## config.mk

```make
export PLATFORM = sky130hd
export DESIGN_NAME = score_ctrl
export DESIGN_NICKNAME = d
export VERILOG_FILES = /design/src/rtl/score_pkg.sv /design/src/rtl/bin2bcd_seq.sv /design/src/rtl/score_ctrl.sv
export SDC_FILE = /design/constraint.sdc
export NUM_CORES = 1
export LEC_CHECK = 0
export ABC_AREA = 1
export ABC_CLOCK_PERIOD_IN_PS = 4000
export BUFFER_PORTS_ARGS = -buffer_cell sky130_fd_sc_hd__buf_4
export CAP_MARGIN = 20
export CORE_MARGIN = 5
export CORE_UTILIZATION = 55
export DETAILED_ROUTE_END_ITERATION = 8
export HOLD_SLACK_MARGIN = 0.1
export PLACE_DENSITY = 0.77
export REMOVE_ABC_BUFFERS = 1
export SLEW_MARGIN = 20
export SYNTH_ARGS = -nofsm -noshare
export SYNTH_HDL_FRONTEND = slang
export SYNTH_HIERARCHICAL = 1
export SYNTH_SLANG_ARGS = --single-unit
```

## constraint.sdc

```tcl
create_clock -name Clk -period 4 [get_ports Clk]
set_clock_uncertainty 0.2 [all_clocks]
set_input_delay 0.4 -clock Clk [delete_from_list [all_inputs] [get_ports Clk]]
set_output_delay 0.4 -clock Clk [all_outputs]
set_load 0.1 [all_outputs]
```

## src/rtl/score_pkg.sv

```systemverilog
// score_pkg: shared types and default parameters for the score keeper.
package score_pkg;

    // Converter sequence states.
    typedef enum logic [1:0] {IDLE, LOAD, SHIFT, DONE} conv_state_t;

    // Which digit register a conversion result goes to.
    typedef enum logic {TGT_SCORE, TGT_HI} conv_target_t;

    localparam int BCD_W = 4;

    localparam int DEF_DIGITS      = 2;
    localparam int DEF_SCORE_W     = 8;
    localparam int DEF_UNIT_FRAMES = 30;
    localparam int DEF_MAX_SCORE   = 99;

endpackage

```

## src/rtl/bin2bcd_seq.sv

```systemverilog
// bin2bcd_seq: multi-cycle shift-add-3 binary to packed BCD converter.
// start in IDLE -> LOAD (snapshot bin) -> SHIFT x SCORE_W -> DONE (done=1) -> IDLE.
module bin2bcd_seq
    import score_pkg::*;
#(
    parameter int DIGITS  = DEF_DIGITS,
    parameter int SCORE_W = DEF_SCORE_W
) (
    input  logic                      Clk,
    input  logic                      Reset_n,
    input  logic                      start,
    input  logic [SCORE_W-1:0]        bin,
    output logic                      busy,
    output logic                      done,
    output logic [BCD_W*DIGITS-1:0]   bcd
);

    localparam int BCD_F = BCD_W * DIGITS;
    localparam int SR_W  = BCD_F + SCORE_W;
    localparam int CNT_W = $clog2(SCORE_W + 1);

    conv_state_t       state, state_nxt;
    logic [SR_W-1:0]   sr;
    logic [SR_W-1:0]   sr_adj;
    logic [CNT_W-1:0]  cnt;

    // State register.
    always_ff @(posedge Clk or negedge Reset_n) begin
        if (!Reset_n) state <= IDLE;
        else          state <= state_nxt;
    end

    // Next-state: SHIFT leaves once the last bit has been shifted in.
    always_comb begin
        state_nxt = state;
        case (state)
            IDLE:    if (start) state_nxt = LOAD;
            LOAD:    state_nxt = SHIFT;
            SHIFT:   if (cnt == CNT_W'(1)) state_nxt = DONE;
            DONE:    state_nxt = IDLE;
            default: state_nxt = IDLE;
        endcase
    end

    // Add 3 to every BCD nibble that is 5 or more before the shift.
    always_comb begin
        sr_adj = sr;
        for (int d = 0; d < DIGITS; d++) begin
            if (sr[SCORE_W + BCD_W*d +: BCD_W] >= 4'd5)
                sr_adj[SCORE_W + BCD_W*d +: BCD_W] = sr[SCORE_W + BCD_W*d +: BCD_W] + 4'd3;
        end
    end

    // Shift register and bit counter datapath.
    always_ff @(posedge Clk or negedge Reset_n) begin
        if (!Reset_n) begin
            sr  <= '0;
            cnt <= '0;
        end else begin
            case (state)
                LOAD: begin
                    sr  <= {{BCD_F{1'b0}}, bin};
                    cnt <= CNT_W'(SCORE_W);
                end
                SHIFT: begin
                    sr  <= {sr_adj[SR_W-2:0], 1'b0};
                    cnt <= cnt - CNT_W'(1);
                end
                default: ;
            endcase
        end
    end

    assign busy = (state != IDLE);
    assign done = (state == DONE);
    assign bcd  = sr[SR_W-1 -: BCD_F];

endmodule

```

## src/rtl/score_ctrl.sv

```systemverilog
// score_ctrl: frame-based score keeper with shared BCD conversion for the renderer.
// Optional macro SCORE_HISCORE_EN adds high-score tracking and converter arbitration;
// without it hi_digits is 0 and the converter serves the live score only.
module score_ctrl
    import score_pkg::*;
#(
    parameter int DIGITS      = DEF_DIGITS,
    parameter int SCORE_W     = DEF_SCORE_W,
    parameter int UNIT_FRAMES = DEF_UNIT_FRAMES,
    parameter int MAX_SCORE   = DEF_MAX_SCORE
) (
    input  logic                     Clk,
    input  logic                     Reset_n,
    input  logic                     frame_clk,
    input  logic                     playing,
    input  logic                     restart,
    output logic [SCORE_W-1:0]       score_bin,
    output logic [BCD_W*DIGITS-1:0]  score_digits,
    output logic [BCD_W*DIGITS-1:0]  hi_digits,
    output logic                     score_valid,
    output logic                     conv_busy
);

    localparam int FC_W = $clog2(UNIT_FRAMES + 1);

    logic                     frame_prev;
    logic                     frame_tick;
    logic [FC_W-1:0]          frame_cnt;
    logic                     score_inc;
    logic                     score_pend;
    logic                     start;
    logic                     grant_score;
    conv_target_t             target;
    logic [SCORE_W-1:0]       conv_bin;
    logic                     conv_done;
    logic [BCD_W*DIGITS-1:0]  conv_bcd;

    assign frame_tick = frame_clk & ~frame_prev;
    assign score_inc  = frame_tick & playing & ~restart &
                        (frame_cnt == FC_W'(UNIT_FRAMES - 1));

    // Frame edge detect, prescaler and saturating score; restart wins over a tick.
    always_ff @(posedge Clk or negedge Reset_n) begin
        if (!Reset_n) begin
            frame_prev <= 1'b0;
            frame_cnt  <= '0;
            score_bin  <= '0;
        end else begin
            frame_prev <= frame_clk;
            if (restart) begin
                frame_cnt <= '0;
                score_bin <= '0;
            end else if (frame_tick && playing) begin
                if (frame_cnt == FC_W'(UNIT_FRAMES - 1)) begin
                    frame_cnt <= '0;
                    if (score_bin != SCORE_W'(MAX_SCORE))
                        score_bin <= score_bin + SCORE_W'(1);
                end else begin
                    frame_cnt <= frame_cnt + FC_W'(1);
                end
            end
        end
    end

    // Score conversion request; a new request beats a same-cycle grant so none is lost.
    always_ff @(posedge Clk or negedge Reset_n) begin
        if (!Reset_n)                    score_pend <= 1'b0;
        else if (restart || score_inc)   score_pend <= 1'b1;
        else if (grant_score)            score_pend <= 1'b0;
    end

`ifdef SCORE_HISCORE_EN
    logic               playing_prev;
    logic               game_over;
    logic [SCORE_W-1:0] hi_bin;
    logic               hi_pend;
    logic               hi_set;
    logic               grant_hi;

    assign game_over   = playing_prev & ~playing;
    assign hi_set      = game_over & (score_bin > hi_bin);
    assign start       = ~conv_busy & (score_pend | hi_pend);
    assign grant_score = start & score_pend;
    assign grant_hi    = start & ~score_pend & hi_pend;
    assign conv_bin    = (target == TGT_HI) ? hi_bin : score_bin;

    // High score capture on game over; strictly greater scores only.
    always_ff @(posedge Clk or negedge Reset_n) begin
        if (!Reset_n) begin
            playing_prev <= 1'b0;
            hi_bin       <= '0;
            hi_pend      <= 1'b0;
        end else begin
            playing_prev <= playing;
            if (hi_set)        hi_bin  <= score_bin;
            if (hi_set)        hi_pend <= 1'b1;
            else if (grant_hi) hi_pend <= 1'b0;
        end
    end

    // Latch the arbitration winner so DONE knows where the result goes.
    always_ff @(posedge Clk or negedge Reset_n) begin
        if (!Reset_n)   target <= TGT_SCORE;
        else if (start) target <= grant_score ? TGT_SCORE : TGT_HI;
    end

    // High-score digit register, written only at the end of a high-score pass.
    always_ff @(posedge Clk or negedge Reset_n) begin
        if (!Reset_n)                            hi_digits <= '0;
        else if (conv_done && target == TGT_HI)  hi_digits <= conv_bcd;
    end
`else
    assign start       = ~conv_busy & score_pend;
    assign grant_score = start;
    assign target      = TGT_SCORE;
    assign conv_bin    = score_bin;
    assign hi_digits   = '0;
`endif

    // Score digit register and its update pulse, aligned with the new digits.
    always_ff @(posedge Clk or negedge Reset_n) begin
        if (!Reset_n) begin
            score_digits <= '0;
            score_valid  <= 1'b0;
        end else begin
            score_valid <= 1'b0;
            if (conv_done && target == TGT_SCORE) begin
                score_digits <= conv_bcd;
                score_valid  <= 1'b1;
            end
        end
    end

    bin2bcd_seq #(
        .DIGITS  (DIGITS),
        .SCORE_W (SCORE_W)
    ) u_conv (
        .Clk     (Clk),
        .Reset_n (Reset_n),
        .start   (start),
        .bin     (conv_bin),
        .busy    (conv_busy),
        .done    (conv_done),
        .bcd     (conv_bcd)
    );

endmodule

```

[Word-level counts from Yosys, hierarchy flattened]
Cells that the tools add are included.
Storage, ports and cells
  bits in registers: 46
  input bits: 5
  logic and storage cells: 60
Operators by class
  $add $sub $neg: 5
  $lt $le $gt $ge: 2
  equal/unequal tests: 8
  multiplexer cells: 17
  bitwise operators: 8
  reductions and logical operators: 11
Operator list (number)
  $mux W8: 4
  $pmux W16 S2: 1
  $mux W5: 3
  $reduce_bool A2 Y1: 6
  $add A8 B1 Y8 const B: 1
  $ge A4 B3 Y1 const B: 2
  $ne A8 B7 Y1 const B: 1
  $pmux W2 S4: 1
  $pmux W4 S2: 1
  $add A5 B1 Y5 const B: 1
  $and A1 B1 Y1: 5
  $eq A5 B5 Y1 const B: 1
  $add A4 B2 Y4 const B: 1
  $eq A2 B2 Y1 const B: 2
  $eq A4 B1 Y1 const B: 1
  $mux W2: 2
  $mux W4: 1
  $sub A4 B1 Y4 const B: 1
  $add A3 B2 Y3 const B: 1
  $mux W1: 3
  $mux W3: 1
  $not A1 Y1: 3
  $reduce_and A3 Y1: 1
  $eq A2 B1 Y1 const B: 1
  6 further kinds: 6

[Logic depth before layout (Yosys ltp)]
  depth in word-level cells: 7
  gate-level depth with buffers: 9

[By module]
The synthesis kept the hierarchy.
Modules (own cells, without submodules)
  bin2bcd_seq: times used 1, cells an instance 155, area each 1260.0 µm², seq. area each 550.5 µm²
  score_ctrl: times used 1, cells an instance 144, area each 1252.5 µm², seq. area each 600.6 µm²

[Least setup slack after synthesis]
Ideal clock, no wire load.
  path type: register -> register
  start point: register score_bin[0]
  end point: register score_bin[7]
  library setup time: 0.121 ns
  arrival: 1.924 ns
  required time: 3.679 ns
  slack: 1.755 ns
  cell stages (with the launch flop): 10
  buffers on the path: 1
  period minus slack after synthesis: 2.245 ns
  cells stage by stage: dfrtp_1 -> ha_1 -> nand2_1 -> nor2_1 -> nand3_1 -> nand2_1 -> buf_6 -> inv_1 -> nand3_1 -> nand2_1
On the way
  word-level cells in the longest chain between the ends: 5
  elaborated cells between the ends (all ways): 8
Ends and longest elaborated chain
  start: declaration: line score_ctrl.sv:17  | output logic [SCORE_W-1:0] score_bin,
  start signal: assignment: line score_ctrl.sv:57  | score_bin <= score_bin + SCORE_W'(1);
  $add A8 B1 Y8: line score_ctrl.sv:57
  $mux W8: line score_ctrl.sv:56  | if (score_bin != SCORE_W'(MAX_SCORE))
  $mux W8: line score_ctrl.sv:54  | if (frame_cnt == FC_W'(UNIT_FRAMES - 1)) begin
  $mux W8: line score_ctrl.sv:53  | end else if (frame_tick && playing) begin
  $mux W8: line score_ctrl.sv:50  | if (restart) begin
Several ways; a longest one is shown, not always the timed one. The select of a mux whose other input is x is not followed.
A chain may end at the register's enable or synchronous reset.

[Final worst setup path]
  start point: input frame_clk
  end point: register score_bin[5]
On the way
  word-level cells in the longest chain between the ends: 4
Ends and longest elaborated chain
  start: declaration: line score_ctrl.sv:14  | input logic frame_clk,
  $and A1 B1 Y1: line score_ctrl.sv:38  | assign frame_tick = frame_clk & ~frame_prev;
  $logic_and A1 B1 Y1: line score_ctrl.sv:53
  $reduce_bool A2 Y1 (no line)
  $reduce_and A3 Y1 (no line)
No other way between the ends.

==> results.md <==
- HP Class: in2reg
- TritonCTS clock tree: done
- Chip Width: 77.59 um
- Area after DPL: 0.002601 mm^2
- P&R area growth vs syn: 8.118%
- Row count: 24
- Initial DRT Pass Iterations: 5
- Nets: 332
- Fin area: 0.002716 mm^2
- Clock Path Buffers: 2
- P_int: 761.1 uW
- Routed vias/inst: 5.270
- Final Core Density: 0.6196
- Worst Path Required: 3990 ps
- Initial antenna violation count: 0
- Post-DP HPWL: 3.228 mm
- Pin count of the biggest net entering global routing: 47
- Total die area: 0.006019 mm^2
- WL/cell: 12.21 um
- Total grt overflow: 0
- DRC: 0
- DR vias: 1,934
- Sequential power share: 0.399
- Initial Util: 0.5731
- Logic pwr share: 0.378
- Top cells by area, synth: dfrtp_1 46%, nand2_1 13%, nand3_1 6.8%
- Critical path endpoint category: flip-flop
- Outcome: finished, final reports clean
- Routed wire length: 4.480 mm
- Leading cell type in the layout, fill and taps excluded: nand2_1
- Pwr/cell area: 480.7 mW/mm^2
- Switching power: 544.6 uW
- Syn. warnings: 6
- Switching portion of total power: 0.4171
- Total CTS buffers: 5
- Pin slew with the least headroom to its limit: 557.3 ps
- Setup TNS: 0 ps
- Layout cells sized above 1: 0.1429
- Commonest cells after routing, fill and taps aside: 86 x nand2_1, 46 x dfrtp_1, 34 x nand3_1
- Crit start category: input port
- Mapped Cells: 299
- Final min period: 2070 ps
- Post-synth top area share: 0.4582
- Sink Count: 46
- Initial DRC count: 108
- Seq/Total Area, Yosys: 0.4582
- Max VDD drop: 0.2546 mV
- Area leader, netlist: dfrtp_1
- Slew Limit Fails: 0
- Vias in the first global route: 1,902
- Clk_lat worst skew: 290 ps
- Filler cells: 389
- Max_cap viols: 0
- Critical Path AT: 2060 ps
- Port buffer count: 22
- Yosys reg bits: 46
- First-pass GRT wire length: 8.135 mm
- Top Ports: 31
- Crit Path Max Fanout: 11
- RePlAce Congestion: 0.8917
- Highest clock rate: 0.4830 GHz
- ANT cells: 0
- Clock share of power: 0.223
- Die Ht: 77.59 um
- Post-synthesis average cell area: 8.403 um^2
- ANT nets after route: 0
- Total GRT Usage: 0.1607
- Final hold viol count: 0
- RSZ-0062 raised after global routing: no
- Clock Pin Slew Worst Setup and Hold Paths: 80 ps
- Clk root buf: clkbuf_8
- Final period util: 0.5176
- Leakage: 1.424 nW
- Max_slew headroom: 0.6285
- Core Region: 0.004384 mm^2
- Setup violators final: 0
- Unique cell type count in the Yosys netlist: 28
- H-tree levels: 2
- Post-Syn Area: 0.002512 mm^2
- Crit Path Class: in2reg
[cells by family after synthesis]
| logic type | after synthesis | share of synthesized area |
|---|---|---|
| adder cells (fa/ha/maj) | 13 | 0.06474 |
| flip-flops | 46 | 0.4582 |
| AO/OA/AOI/OAI | 23 | 0.05578 |
| other | 1 | 0.001493 |
| AND/OR/NAND/NOR | 149 | 0.2550 |
| XOR/XNOR | 4 | 0.01395 |
| multiplexers | 8 | 0.03586 |
| buffers and inverters | 55 | 0.1150 |
[path summary, 6_finish.rpt]
path	from	endpoint	slack (ps)	cells past startpoint
max in group asynchronous	Reset_n	frame_prev	2780	2
min in group asynchronous	Reset_n	score_digits[2]	440	2
worst min-delay path	restart	score_bin[0]	200	4
worst max register to register	u_conv/state[1]	u_conv/cnt[2]	2030	7
worst min register to register	u_conv/cnt[3]	u_conv/cnt[3]	280	2
worst max-delay path	frame_clk	score_bin[5]	1930	10
[sequential cells by signal, summed over array words and instances, names as in the netlist]
name,cells
frame_cnt,5
frame_prev,1
score_bin,8
score_digits,8
score_pend,1
score_valid,1
u_conv/cnt,4
u_conv/sr,16
u_conv/state,2
[cell usage after synthesis]
cell	count
mux2_2	8
inv_2	2
o22ai_1	5
buf_6	2
o221ai_1	1
conb_1	1
buf_2	5
clkinv_1	1
buf_4	16
o211ai_1	2
nand3b_1	1
nor2_4	2
o21ai_0	8
o21bai_1	1
nand3_1	34
nor3_1	2
nor2_1	17
dfrtp_1	46
xnor2_1	1
nand4_1	6
ha_1	13
nand2_1	86
a21oi_1	5
nand2_2	1
o211ai_2	1
inv_1	28
clkinv_2	1
xor2_1	3
[stage by stage]
| stage | power [mW] | setup slack (ps) | std cells | hold slack (ps) |
|---|---|---|---|---|
| after floorplan | 0.9207 | 1565 | 283 | -95.59 |
| after global placement | 1.013 | 2095 | 357 | 234.5 |
| after detailed placement | 1.025 | 2030 | 357 | 241.5 |
| after CTS | 1.323 | 1970 | 367 | 195.9 |
| after global routing | 1.403 | 1786 | 367 | 210.8 |
| final | 1.306 | 1930 | 367 | 201.5 |
[power by group through the flow]
stage / Clock [mW] / Sequential [mW] / Combinational, mW
after floorplan: 0 / 0.563 / 0.358
after global placement: 0 / 0.529 / 0.484
after detailed placement: 0 / 0.530 / 0.495
after CTS: 0.304 / 0.521 / 0.497
after global routing: 0.322 / 0.526 / 0.555
final: 0.291 / 0.521 / 0.493
[cell type report]
cell class | count | area [um^2] | share of cell area
flip-flops and latches | 46 | 1151 | 0.4238
multi-input cells | 205 | 1099 | 0.4044
repair buffers | 24 | 185.2 | 0.06817
inverters | 32 | 121.4 | 0.04468
clock buffers | 6 | 82.58 | 0.03040
well taps | 52 | 65.06 | 0.02395
clock inverters | 2 | 12.51 | 0.004606
[layer usage]
metal | GRT usage | share of wire | vias to the layer above
met5 | 0 | 0 | -
met4 | 0.04811 | 0.0083 | 0
met3 | 0.04051 | 0.052 | 6
met2 | 0.2771 | 0.50 | 55
met1 | 0.1972 | 0.44 | 910
li1 | - | - | 963
[what timing repair did]
action	CTS	global route
hold buffers	2	0
resized for setup	0	0
hold endpoints to repair	47	0
setup buffers	0	0
[worst max-delay path, cell delays in order]
cell	delay (ps)
dlygate4sd3_1	530
buf_4	140
nand2_1	50
nor2_1	40
inv_1	130
nor2_1	80
nand2_1	310
nand2_1	210
nand2_1	110
nand2_1	50
Note: power is estimated with default switching activity, not from simulation.
